==> src/rtl/rr_arb_ctrl.sv <==
// ---------------------------------------------------------------------------
// rr_arb_ctrl
// Sequential control stage wrapped around an external combinational priority
// coder. The stage presents the request vector and round-robin pointer to the
// coder and takes back the selected index. It registers the grant, holds it
// while the winner keeps requesting and advances the pointer past each
// released winner. An optional hold limit revokes long grants.
//
// Parameters
//   REQWIDTH  log2 of requester count (N = 2**REQWIDTH)
//   MAX_HOLD  longest grant in cycles, 0 = unlimited (must be < 2**HOLDW)
//   HOLDW     width of the hold counter
//
// Ports
//   clk_i          clock
//   rst_i          synchronous reset, active-high
//   req_i          level-held request vector, one bit per requester
//   coder_data_o   request vector to the priority coder
//   coder_prior_o  round-robin pointer to the priority coder
//   coder_num_i    index chosen by the priority coder (combinational)
//   gnt_o          registered one-hot grant
//   gnt_num_o      registered index of the granted requester
//   gnt_valid_o    high while a grant is active
//   timeout_o      one-cycle pulse when the hold limit revokes a grant
// ---------------------------------------------------------------------------
module rr_arb_ctrl #(
    parameter int REQWIDTH = 3,
    parameter int MAX_HOLD = 16,
    parameter int HOLDW    = 8
) (
    input  logic                     clk_i,
    input  logic                     rst_i,
    input  logic [2**REQWIDTH-1:0]   req_i,
    output logic [2**REQWIDTH-1:0]   coder_data_o,
    output logic [REQWIDTH-1:0]      coder_prior_o,
    input  logic [REQWIDTH-1:0]      coder_num_i,
    output logic [2**REQWIDTH-1:0]   gnt_o,
    output logic [REQWIDTH-1:0]      gnt_num_o,
    output logic                     gnt_valid_o,
    output logic                     timeout_o
);

    localparam int N = 2**REQWIDTH;

    localparam logic [HOLDW-1:0]    CNT_ZERO   = {HOLDW{1'b0}};
    localparam logic [HOLDW-1:0]    CNT_ONE    = {{(HOLDW-1){1'b0}}, 1'b1};
    localparam logic [HOLDW-1:0]    CNT_SAT    = {HOLDW{1'b1}};
    localparam logic [HOLDW-1:0]    HOLD_LIMIT = HOLDW'(MAX_HOLD);
    localparam logic                LIMIT_EN   = (MAX_HOLD != 0);
    localparam logic [N-1:0]        GNT_ZERO   = {N{1'b0}};
    localparam logic [N-1:0]        GNT_ONE    = {{(N-1){1'b0}}, 1'b1};
    localparam logic [REQWIDTH-1:0] PTR_ZERO   = {REQWIDTH{1'b0}};
    localparam logic [REQWIDTH-1:0] PTR_ONE    = {{(REQWIDTH-1){1'b0}}, 1'b1};

    typedef enum logic {
        IDLE  = 1'b0,
        GRANT = 1'b1
    } state_t;

    state_t              state_q, state_d;
    logic [N-1:0]        gnt_q, gnt_d;
    logic [REQWIDTH-1:0] gnt_num_q, gnt_num_d;
    logic                gnt_valid_q, gnt_valid_d;
    logic                timeout_q, timeout_d;
    logic [REQWIDTH-1:0] ptr_q, ptr_d;
    logic [HOLDW-1:0]    cnt_q, cnt_d;

    logic                sel_ok_s;
    logic                held_req_s;
    logic                limit_hit_s;

    // The coder sees the raw requests and the current pointer.
    assign coder_data_o  = req_i;
    assign coder_prior_o = ptr_q;

    // The coder's answer is only believed if it points at a live request;
    // this also covers the all-zero request vector.
    assign sel_ok_s    = (|req_i) && req_i[coder_num_i];
    assign held_req_s  = req_i[gnt_num_q];
    assign limit_hit_s = LIMIT_EN && (cnt_q == HOLD_LIMIT);

    assign gnt_o       = gnt_q;
    assign gnt_num_o   = gnt_num_q;
    assign gnt_valid_o = gnt_valid_q;
    assign timeout_o   = timeout_q;

    // Next-state and next-output logic for the IDLE/GRANT controller.
    always_comb begin
        state_d     = state_q;
        gnt_d       = gnt_q;
        gnt_num_d   = gnt_num_q;
        gnt_valid_d = gnt_valid_q;
        timeout_d   = 1'b0;
        ptr_d       = ptr_q;
        cnt_d       = cnt_q;

        case (state_q)
            IDLE: begin
                if (sel_ok_s) begin
                    state_d     = GRANT;
                    gnt_d       = GNT_ONE << coder_num_i;
                    gnt_num_d   = coder_num_i;
                    gnt_valid_d = 1'b1;
                    cnt_d       = CNT_ONE;
                end else begin
                    gnt_d       = GNT_ZERO;
                    gnt_valid_d = 1'b0;
                    cnt_d       = CNT_ZERO;
                end
            end
            GRANT: begin
                if (!held_req_s || limit_hit_s) begin
                    // Release: always pass through IDLE so a re-grant of the
                    // same requester still sees one dead cycle. gnt_num keeps
                    // the last winner for observability.
                    state_d     = IDLE;
                    gnt_d       = GNT_ZERO;
                    gnt_valid_d = 1'b0;
                    cnt_d       = CNT_ZERO;
                    ptr_d       = gnt_num_q + PTR_ONE;
                    // A limit hit coinciding with the request dropping is an
                    // ordinary release, not a revocation.
                    timeout_d   = held_req_s && limit_hit_s;
                end else begin
                    if (cnt_q == CNT_SAT) begin
                        cnt_d = cnt_q;
                    end else begin
                        cnt_d = cnt_q + CNT_ONE;
                    end
                end
            end
            default: begin
                state_d     = IDLE;
                gnt_d       = GNT_ZERO;
                gnt_valid_d = 1'b0;
                cnt_d       = CNT_ZERO;
            end
        endcase
    end

    // State and output registers with synchronous reset.
    always_ff @(posedge clk_i) begin
        if (rst_i) begin
            state_q     <= IDLE;
            gnt_q       <= GNT_ZERO;
            gnt_num_q   <= PTR_ZERO;
            gnt_valid_q <= 1'b0;
            timeout_q   <= 1'b0;
            ptr_q       <= PTR_ZERO;
            cnt_q       <= CNT_ZERO;
        end else begin
            state_q     <= state_d;
            gnt_q       <= gnt_d;
            gnt_num_q   <= gnt_num_d;
            gnt_valid_q <= gnt_valid_d;
            timeout_q   <= timeout_d;
            ptr_q       <= ptr_d;
            cnt_q       <= cnt_d;
        end
    end

endmodule

==> config.mk <==
export PLATFORM = sky130hd
export DESIGN_NAME = rr_arb_ctrl
export DESIGN_NICKNAME = d
export VERILOG_FILES = /design/src/rtl/rr_arb_ctrl.sv
export SDC_FILE = /design/constraint.sdc
export NUM_CORES = 1
export LEC_CHECK = 0
export ABC_AREA = 1
export CORE_UTILIZATION = 52
export CTS_CLUSTER_SIZE = 12
export DETAILED_ROUTE_END_ITERATION = 8
export GPL_ROUTABILITY_DRIVEN = 1
export PLACE_DENSITY = 0.87
export SYNTH_ARGS = -nofsm -noshare
export SYNTH_HDL_FRONTEND = slang
export SYNTH_SLANG_ARGS = --single-unit
==> constraint.sdc <==
create_clock -name clk_i -period 2.1 [get_ports clk_i]
set_clock_uncertainty 0.1 [all_clocks]
set_input_delay 0.63 -clock clk_i [delete_from_list [all_inputs] [get_ports clk_i]]
set_output_delay 0.63 -clock clk_i [all_outputs]
set_load 0.05 [all_outputs]
==> flow_metrics.env, run 1 <==
export IMPL_ctsHtreeMaxLevel=1
export IMPL_die_x_um=54.8
export IMPL_min_period_ns=2.08
export IMPL_yosys_area_share_xor_xnor_pct=0.604
export IMPL_holdBufCountCts=0
export IMPL_routabilityCongestion=0.886
export IMPL_synthAdderAreaFrac_pct=2.59
export IMPL_whs_path_depth=2
export IMPL_port_buffers=36
export IMPL_synthTopCellsByCount="45 x nand2_1, 37 x nor2_1, 31 x inv_1"
export IMPL_grtUsageTotal_pct=26.2
export IMPL_hold_end="gnt_valid_o$_SDFFE_PP0P_"
export IMPL_ctsLongestPathBuffers=2
export IMPL_r2r_worst_path_cells=7
export IMPL_cpPeakStageDelay_ns=0.48
export IMPL_overflow=0
export IMPL_status="completed"
export IMPL_yosys_area_top_type="dfxtp_1"
export IMPL_grt_pass1_vias=1316
export IMPL_nFillCells=176
export IMPL_dp_cells=297
export IMPL_setup_worst_path_start_class="input port"
export IMPL_finalSetupViolCount=0
export IMPL_slew_viol_final=0
export IMPL_via_per_inst=5.13
export IMPL_cp_max_fo=2
export IMPL_relSlewSlack_pct=70.8
export IMPL_ys_top_cells_by_area="dfxtp_1 35%, nand2_1 12%, nor2_1 9.6%"
export IMPL_grt_max_degree=20
export IMPL_cts_buffers=3
export IMPL_fin_crit_sh_pct=99.0
export IMPL_synth_edf_count=0
export IMPL_start_util_pct=56.9
export IMPL_fin_cells=301
export IMPL_drt_wl_total_um=3640
export IMPL_rows=18
export IMPL_yosys_register_bits=25
export IMPL_grt_pass1_wl_um=5620
export IMPL_drc_errors=0
export IMPL_synth_top_area_share_pct=34.5
export IMPL_crit_required_ns=1.37
export IMPL_synth_mux_area_share_pct=0
export IMPL_p_per_area_nw_per_um2=575
export IMPL_core_area_um2=2540
export IMPL_critPathArrivalTime_ns=1.35
export IMPL_worstSetupPathType="input port to primary output"
export IMPL_dieArea_um2=3000
export IMPL_boundaryPins=37
export IMPL_cts_clk_slew_worst_paths_ns=0.12
export IMPL_hp_class="register to register"
export IMPL_cts_tree="yes"
export IMPL_clock_sinks=25
export IMPL_synth_top_family_by_area="simple AND/OR/NAND/NOR gates"
export IMPL_p_leak_nw=1.00
export IMPL_ant_nets=0
export IMPL_layout_nets=288
export IMPL_r2r_slack_ns=0.40
export IMPL_dp_hpwl_um=2790
export IMPL_synthArstFlopShare_pct=0
export IMPL_firstDrtPassIters=4
export IMPL_slowest_stage="clkdlybuf4s50_1"
export IMPL_crit_path_end_kind="primary output"
export IMPL_vias=1543
export IMPL_wl_per_cell_um=12.1
export IMPL_synth_compound_area_share_pct=8.03
export IMPL_yosysMostFrequentCell="nand2_1"
export IMPL_finalPower_mw=1.16
export IMPL_drive_above_1_share_pct=23.2
export IMPL_fp_dieH_um=54.8
export IMPL_ir_drop_mv=0.779
export IMPL_antenna_found_initial=0
export IMPL_fmax_mhz=481
export IMPL_worst_slew_pin_slew_ns=0.437
export IMPL_drt_iter0_markers=52
export IMPL_ys_seq_area_share_pct=34.5
export IMPL_synth_nets=238
export IMPL_r2r_start="cnt_q[0]$_SDFFE_PP0P_"
export IMPL_antenna_cells=0
export IMPL_area_growth_pct=39.7
export IMPL_clock_latency_ns=0.31
export IMPL_synth_area_um2=1450
export IMPL_ys_dominant_reg_cell="dfxtp_1"
export IMPL_synthDistinctLibCells=28
export IMPL_reg2reg_to="state_q$_SDFF_PP0_"
export IMPL_synth_simple_area_share_pct=39.0
export IMPL_root_buffer="clkbuf_4"
export IMPL_synthesis_instances=222
export IMPL_worst_hold_startpoint="gnt_valid_o$_SDFFE_PP0P_"
export IMPL_ys_warnings_count=0
export IMPL_cp_cell_sequence="clkdlybuf4s50_1, buf_4, buf_12"
export IMPL_hold_viol=0
export IMPL_avgSynthCellArea_um2=6.53
export IMPL_maxCapViolCount=0
final cells by class:
| type | count | area [um^2] | share of cell area (%) |
|---|---|---|---|
| Timing Repair Buffer | 59 | 593 | 29.3 |
| Clock buffer | 4 | 26.3 | 1.30 |
| Tap cell | 30 | 37.5 | 1.85 |
| Inverter | 34 | 128 | 6.30 |
| Multi-Input combinational cell | 149 | 739 | 36.5 |
| Sequential cell | 25 | 500 | 24.7 |
cell usage in the layout, fill, tap and decap left out, types with 3 or more instances in the layout:
cell / n
a21oi_1: 13
buf_12: 9
buf_4: 38
clkbuf_4: 3
clkdlybuf4s50_1: 6
dfxtp_1: 25
dlymetal6s2s_1: 4
ha_1: 3
inv_1: 31
nand2_1: 42
nand2_2: 5
nand3_1: 17
nand4_1: 13
nor2_1: 37
o21ai_0: 6
power by group:
| part | leakage, nW | switching (mW) | total [mW] | internal [mW] |
|---|---|---|---|---|
| Sequential | 0.203 | 0.0218 | 0.521 | 0.499 |
| Clock | 0.0150 | 0.134 | 0.208 | 0.0742 |
| Combinational | 0.783 | 0.267 | 0.434 | 0.168 |
what timing repair did:
action                     4_1_cts  5_1_grt
pin swaps                        0        0
buffers inserted                 0        0
setup endpoints to repair        2        7
resized for setup                2        8
logic make-up (layout without fill, tap and decap cells):
family,after synthesis,after routing
adder cells (fa/ha/maj),3,3
AND/OR/NAND/NOR,123,123
buffers and inverters,48,97
AO/OA/AOI/OAI,22,22
flip-flops,25,25
XOR/XNOR,1,1
worst max-delay path: cells and delay by family:
kind | cells | cell delay, ns
buf+inv | 3 | 0.72
per-layer routing:
layer	wire length [um]	track usage, %	up-vias
met5	0	0	-
met4	21	5.56	0
met3	211	5.00	4
met2	1820	45.0	53
met1	1590	33.4	689
li1	-	-	797
per-stage QoR:
| step | setup slack, ns | setup TNS, ns | area (um^2) | utilization, % | hold slack [ns] |
|---|---|---|---|---|---|
| 5_1_grt | -0.0100 | -0.0105 | 2020 | 79.5 | 0.426 |
| 3_5_place_dp | -0.235 | -2.90 | 1980 | 77.8 | 0.370 |
| 2_1_floorplan | 0.343 | 0 | 1450 | - | 0.435 |
| 6_report | 0.0201 | 0 | 2020 | 79.5 | 0.388 |
| 3_3_place_gp | -0.165 | -2.06 | 1980 | 77.8 | 0.362 |
| 4_1_cts | 0.00615 | 0 | 2000 | 78.7 | 0.392 |
sequential cells by signal, summed over array words and instances (netlist names):
name	flops
gnt_num_o	3
state_q	1
gnt_valid_o	1
timeout_o	1
coder_prior_o	3
gnt_o	8
cnt_q	8
worst max path at each step:
stage | start | to | slack [ns] | depth (start not counted)
6_report | req_i[5] | coder_data_o[5] | 0.02 | 3
5_1_grt | coder_num_i[1] | cnt_q[0]$_SDFFE_PP0P_ | -0.01 | 11
4_1_cts | req_i[4] | coder_data_o[4] | 0.006 | 3
3_5_place_dp | coder_num_i[1] | cnt_q[0]$_SDFFE_PP0P_ | -0.23 | 12
3_3_place_gp | coder_num_i[1] | cnt_q[0]$_SDFFE_PP0P_ | -0.16 | 12
2_1_floorplan | gnt_num_o[0]$_SDFFE_PP0P_ | cnt_q[3]$_SDFFE_PP0P_ | 0.34 | 9
Power figures use the tool's default switching activity.
==> run 2, diff against run 1 <==
--- a/config.mk
+++ b/config.mk
@@ -6,11 +6,13 @@
 export NUM_CORES = 1
 export LEC_CHECK = 0
 export ABC_AREA = 1
-export CORE_UTILIZATION = 52
+export CORE_UTILIZATION = 54
+export CTS_BUF_LIST = sky130_fd_sc_hd__clkbuf_2 sky130_fd_sc_hd__clkbuf_4 sky130_fd_sc_hd__clkbuf_8
 export CTS_CLUSTER_SIZE = 12
 export DETAILED_ROUTE_END_ITERATION = 8
 export GPL_ROUTABILITY_DRIVEN = 1
-export PLACE_DENSITY = 0.87
+export PLACE_DENSITY = 0.9
+export SLEW_MARGIN = 5
 export SYNTH_ARGS = -nofsm -noshare
 export SYNTH_HDL_FRONTEND = slang
 export SYNTH_SLANG_ARGS = --single-unit
==> flow_metrics.env, run 2 (synthesized netlist as in run 1, its figures left out) <==
export IMPL_setup_worst_path_start_class="input port"
export IMPL_cts_tree="yes"
export IMPL_worst_slew_pin_slew_ns=0.416
export IMPL_ctsHtreeMaxLevel=1
export IMPL_maxCapViolCount=0
export IMPL_r2r_worst_path_cells=10
export IMPL_whs_path_depth=2
export IMPL_area_growth_pct=35.9
export IMPL_grt_max_degree=20
export IMPL_vias=1531
export IMPL_ant_nets=0
export IMPL_dp_cells=291
export IMPL_slew_viol_final=0
export IMPL_cp_cell_sequence="clkdlybuf4s50_1, buf_4, buf_12"
export IMPL_fin_util_pct=78.8
export IMPL_r2r_start="gnt_num_o[0]$_SDFFE_PP0P_"
export IMPL_p_per_area_nw_per_um2=590
export IMPL_drive_above_1_share_pct=20.4
export IMPL_drt_iter0_markers=29
export IMPL_port_buffers=36
export IMPL_hold_viol=0
export IMPL_clock_latency_ns=0.33
export IMPL_fin_cells=295
export IMPL_drc_errors=0
export IMPL_detailedPlace_worstSlack_ns=-0.180
export IMPL_final_cell_mix="45 x nand2_1, 37 x nor2_1, 32 x buf_4, 31 x inv_1, 25 x dfxtp_1"
export IMPL_wl_per_cell_um=11.5
export IMPL_cts_resized=2
export IMPL_cpPeakStageDelay_ns=0.48
export IMPL_cts_clk_slew_worst_paths_ns=0.12
export IMPL_firstDrtPassIters=5
export IMPL_grt_pass1_wl_um=5390
export IMPL_ir_drop_mv=0.597
export IMPL_p_leak_nw=0.966
export IMPL_final_common_cell="nand2_1"
export IMPL_antenna_found_initial=0
export IMPL_worstSetupPathType="input port to primary output"
export IMPL_finalPower_mw=1.16
export IMPL_rows=18
export IMPL_holdBufCountCts=0
export IMPL_critPathArrivalTime_ns=1.35
export IMPL_core_area_um2=2500
export IMPL_worst_hold_startpoint="gnt_valid_o$_SDFFE_PP0P_"
export IMPL_status="completed"
export IMPL_boundaryPins=37
export IMPL_finalSetupViolCount=0
export IMPL_crit_start="req_i[5]"
export IMPL_routabilityCongestion=0.917
export IMPL_cp_num_cells=3
export IMPL_slowest_stage="clkdlybuf4s50_1"
export IMPL_fp_dieH_um=53.8
export IMPL_dieArea_um2=2890
export IMPL_drt_wl_total_um=3410
export IMPL_crit_required_ns=1.37
export IMPL_root_buffer="clkbuf_4"
export IMPL_die_x_um=53.8
export IMPL_layout_nets=282
export IMPL_cp_max_fo=2
export IMPL_dp_hpwl_um=2630
export IMPL_grt_pass1_vias=1318
export IMPL_postLayoutSetupSlackWorst_ns=0.0165
export IMPL_cts_buffers=3
export IMPL_fin_crit_sh_pct=99.2
export IMPL_ctsLongestPathBuffers=2
export IMPL_cts_setup_buffers=0
export IMPL_fmax_mhz=480
export IMPL_hp_class="register to register"
export IMPL_relSlewSlack_pct=72.3
export IMPL_start_util_pct=58.0
export IMPL_crit_path_end_kind="primary output"
export IMPL_antenna_cells=0
export IMPL_cp_top_family="buffers and inverters"
export IMPL_overflow=0
export IMPL_via_per_inst=5.19
export IMPL_rsz0062_at_grt="no"
export IMPL_grtUsageTotal_pct=26.1
export IMPL_clock_sinks=25
export IMPL_cp_num_buf_inv=3
export IMPL_min_period_ns=2.08
-- run 2: cell types whose count changed in the layout (fill, tap and decap cells not counted) --
cell | before | now
buf_4 | 38 | 32
nand2_1 | 42 | 45
nand2_2 | 5 | 2
a21oi_1 | 13 | 14
a21oi_2 | 1 | 0
clkbuf_1 | 1 | 0
clkbuf_4 | 3 | 4
clkdlybuf4s50_1 | 6 | 7
dlymetal6s2s_1 | 4 | 3
-- run 2: worst paths after layout --
path | to | slack [ns]
hold reg to reg | gnt_valid_o$_SDFFE_PP0P_ | 0.39
setup / recovery | coder_data_o[5] | 0.02
setup reg to reg | gnt_o[7]$_SDFFE_PP0P_ | 0.40
hold / removal | gnt_valid_o$_SDFFE_PP0P_ | 0.39
-- run 2: final cells by class --
| class | instances | area [um^2] |
|---|---|---|
| multi-input cells | 149 | 728 |
| repair buffers | 53 | 546 |
| fillers | 171 | 531 |
| flip-flops and latches | 25 | 500 |
| inverters | 34 | 128 |
| well taps | 30 | 37.5 |
| clock buffers | 4 | 30.0 |
-- run 2: stage by stage --
stage                     TNS [ns]  hold slack [ns]  cell area, um^2
after CTS                        0            0.384             1960
after detailed placement     -2.46            0.363             1930
final                            0            0.392             1970
after global placement       -1.75            0.364             1930
after floorplan                  0            0.435             1450
after global routing             0            0.416             1970
-- run 2: report_power, final --
group          switching [mW]  total [mW]  internal [mW]
Combinational           0.259       0.414          0.156
Clock                   0.139       0.227         0.0876
Sequential             0.0226       0.522          0.499
-- run 2: worst min-delay path, stage by stage, from the launching register on --
cell and delay (ns):
dfxtp_1 0.34, nand4_1 0.08, nand2_1 0.05
-- run 2: routing by layer --
layer	vias up	GRT usage (%)	share of wire [%]
met1	677	29.3	42
met5	-	0	0
li1	785	-	-
met3	13	5.08	6.4
met4	0	15.4	4.5
met2	56	45.1	47
==> run 3, diff against run 2 <==
--- a/config.mk
+++ b/config.mk
@@ -6,12 +6,12 @@
 export NUM_CORES = 1
 export LEC_CHECK = 0
 export ABC_AREA = 1
-export CORE_UTILIZATION = 54
-export CTS_BUF_LIST = sky130_fd_sc_hd__clkbuf_2 sky130_fd_sc_hd__clkbuf_4 sky130_fd_sc_hd__clkbuf_8
+export CORE_UTILIZATION = 52
 export CTS_CLUSTER_SIZE = 12
 export DETAILED_ROUTE_END_ITERATION = 8
 export GPL_ROUTABILITY_DRIVEN = 1
-export PLACE_DENSITY = 0.9
+export MAX_ROUTING_LAYER = met4
+export PLACE_DENSITY = 0.87
 export SLEW_MARGIN = 5
 export SYNTH_ARGS = -nofsm -noshare
 export SYNTH_HDL_FRONTEND = slang
==> flow_metrics.env, run 3 (synthesized netlist as in run 1, its figures left out) <==
export IMPL_status="completed"
export IMPL_firstDrtPassIters=4
export IMPL_antenna_found_initial=0
export IMPL_area_growth_pct=39.7
export IMPL_finalSetupViolCount=0
export IMPL_via_per_inst=5.13
export IMPL_core_area_um2=2540
export IMPL_fin_setup_tns_ns=0
export IMPL_final_cell_mix="42 x nand2_1, 38 x buf_4, 37 x nor2_1, 31 x inv_1, 25 x dfxtp_1"
export IMPL_final_common_cell="nand2_1"
export IMPL_port_buffers=36
export IMPL_cpPeakStageDelay_ns=0.48
export IMPL_ctsLongestPathBuffers=2
export IMPL_ctsHtreeMaxLevel=1
export IMPL_cp_num_buf_inv=3
export IMPL_grt_pass1_vias=1319
export IMPL_clock_sinks=25
export IMPL_clock_latency_ns=0.31
export IMPL_crit_required_ns=1.37
export IMPL_holdWs_ns=0.388
export IMPL_dp_hpwl_um=2790
export IMPL_vias=1543
export IMPL_critPathArrivalTime_ns=1.35
export IMPL_hp_class="register to register"
export IMPL_slew_viol_final=0
export IMPL_maxCapViolCount=0
export IMPL_drive_above_1_share_pct=23.2
export IMPL_placed_area_um2=1980
export IMPL_grtUsageTotal_pct=26.9
export IMPL_min_period_ns=2.08
export IMPL_layout_nets=288
export IMPL_postLayoutSetupSlackWorst_ns=0.0201
export IMPL_dieArea_um2=3000
export IMPL_cts_clk_slew_worst_paths_ns=0.12
export IMPL_fmax_mhz=481
export IMPL_drt_wl_total_um=3640
export IMPL_p_per_area_nw_per_um2=575
export IMPL_routabilityCongestion=0.901
export IMPL_ir_drop_mv=0.779
export IMPL_rows=18
export IMPL_relSlewSlack_pct=70.8
export IMPL_p_leak_nw=1.00
export IMPL_setup_worst_path_start_class="input port"
export IMPL_wl_per_cell_um=12.1
export IMPL_root_buffer="clkbuf_4"
export IMPL_fp_dieH_um=54.8
export IMPL_start_util_pct=56.9
export IMPL_worstSetupPathType="input port to primary output"
export IMPL_slowest_stage="clkdlybuf4s50_1"
export IMPL_cp_max_fo=2
export IMPL_detailedPlace_worstSlack_ns=-0.235
export IMPL_fin_crit_sh_pct=99.0
export IMPL_holdBufCountCts=0
export IMPL_cts_tree="yes"
export IMPL_cp_cell_sequence="clkdlybuf4s50_1, buf_4, buf_12"
export IMPL_grt_pass1_wl_um=5610
export IMPL_crit_path_end_kind="primary output"
export IMPL_hold_viol=0
export IMPL_ant_nets=0
export IMPL_finalPower_mw=1.16
export IMPL_r2r_slack_ns=0.40
export IMPL_cp_top_family="buffers and inverters"
export IMPL_die_x_um=54.8
export IMPL_antenna_cells=0
export IMPL_final_area_um2=2020
export IMPL_drc_errors=0
export IMPL_boundaryPins=37
export IMPL_cts_buffers=3
export IMPL_drt_iter0_markers=52
export IMPL_cts_setup_buffers=0
export IMPL_worst_slew_pin_slew_ns=0.437
export IMPL_grt_max_degree=20
export IMPL_overflow=0
[run 3: layout make-up]
cell class | count | area (um^2)
repair buffers | 59 | 593
clock buffers | 4 | 26.3
inverters | 34 | 128
fillers | 176 | 520
multi-input cells | 149 | 739
flip-flops and latches | 25 | 500
well taps | 30 | 37.5
[run 3: power breakdown]
group	total [mW]	internal (mW)	switching, mW	leakage, nW
clock	0.208	0.0742	0.134	0.0150
combinational	0.434	0.168	0.267	0.783
sequential	0.521	0.499	0.0218	0.203
[run 3: metrics by stage]
step,instances,utilization [%]
after floorplan,222,-
after global placement,297,77.8
after detailed placement,297,77.8
after CTS,301,78.7
after global routing,301,79.5
final,301,79.5
[run 3: worst register-to-register path, stage by stage, from the launching register on]
cell	delay (ns)
dfxtp_1	0.38
inv_1	0.08
ha_1	0.13
nand4_1	0.36
nand2_4	0.31
inv_2	0.07
nand3_2	0.10
nand2_1	0.06
[run 3: per-layer routing]
layer	vias up	global-route usage (%)	routed length (um)
li1	797	-	-
met2	53	45.0	1820
met4	0	5.56	21
met3	4	5.00	211
met5	-	-	0
met1	689	33.4	1590
[run 3: path summary, 6_finish.rpt]
kind	start	to	depth (start not counted)
worst max-delay path	req_i[5]	coder_data_o[5]	3
worst min-delay path	gnt_valid_o$_SDFFE_PP0P_	gnt_valid_o$_SDFFE_PP0P_	2
worst max register to register	cnt_q[0]$_SDFFE_PP0P_	state_q$_SDFF_PP0_	7
worst min register to register	gnt_valid_o$_SDFFE_PP0P_	gnt_valid_o$_SDFFE_PP0P_	2
[run 3: what timing repair did]
item                                    CTS  global route
pin swaps                                 0             0
endpoints found under the setup margin    2             7
resized for setup                         2             8
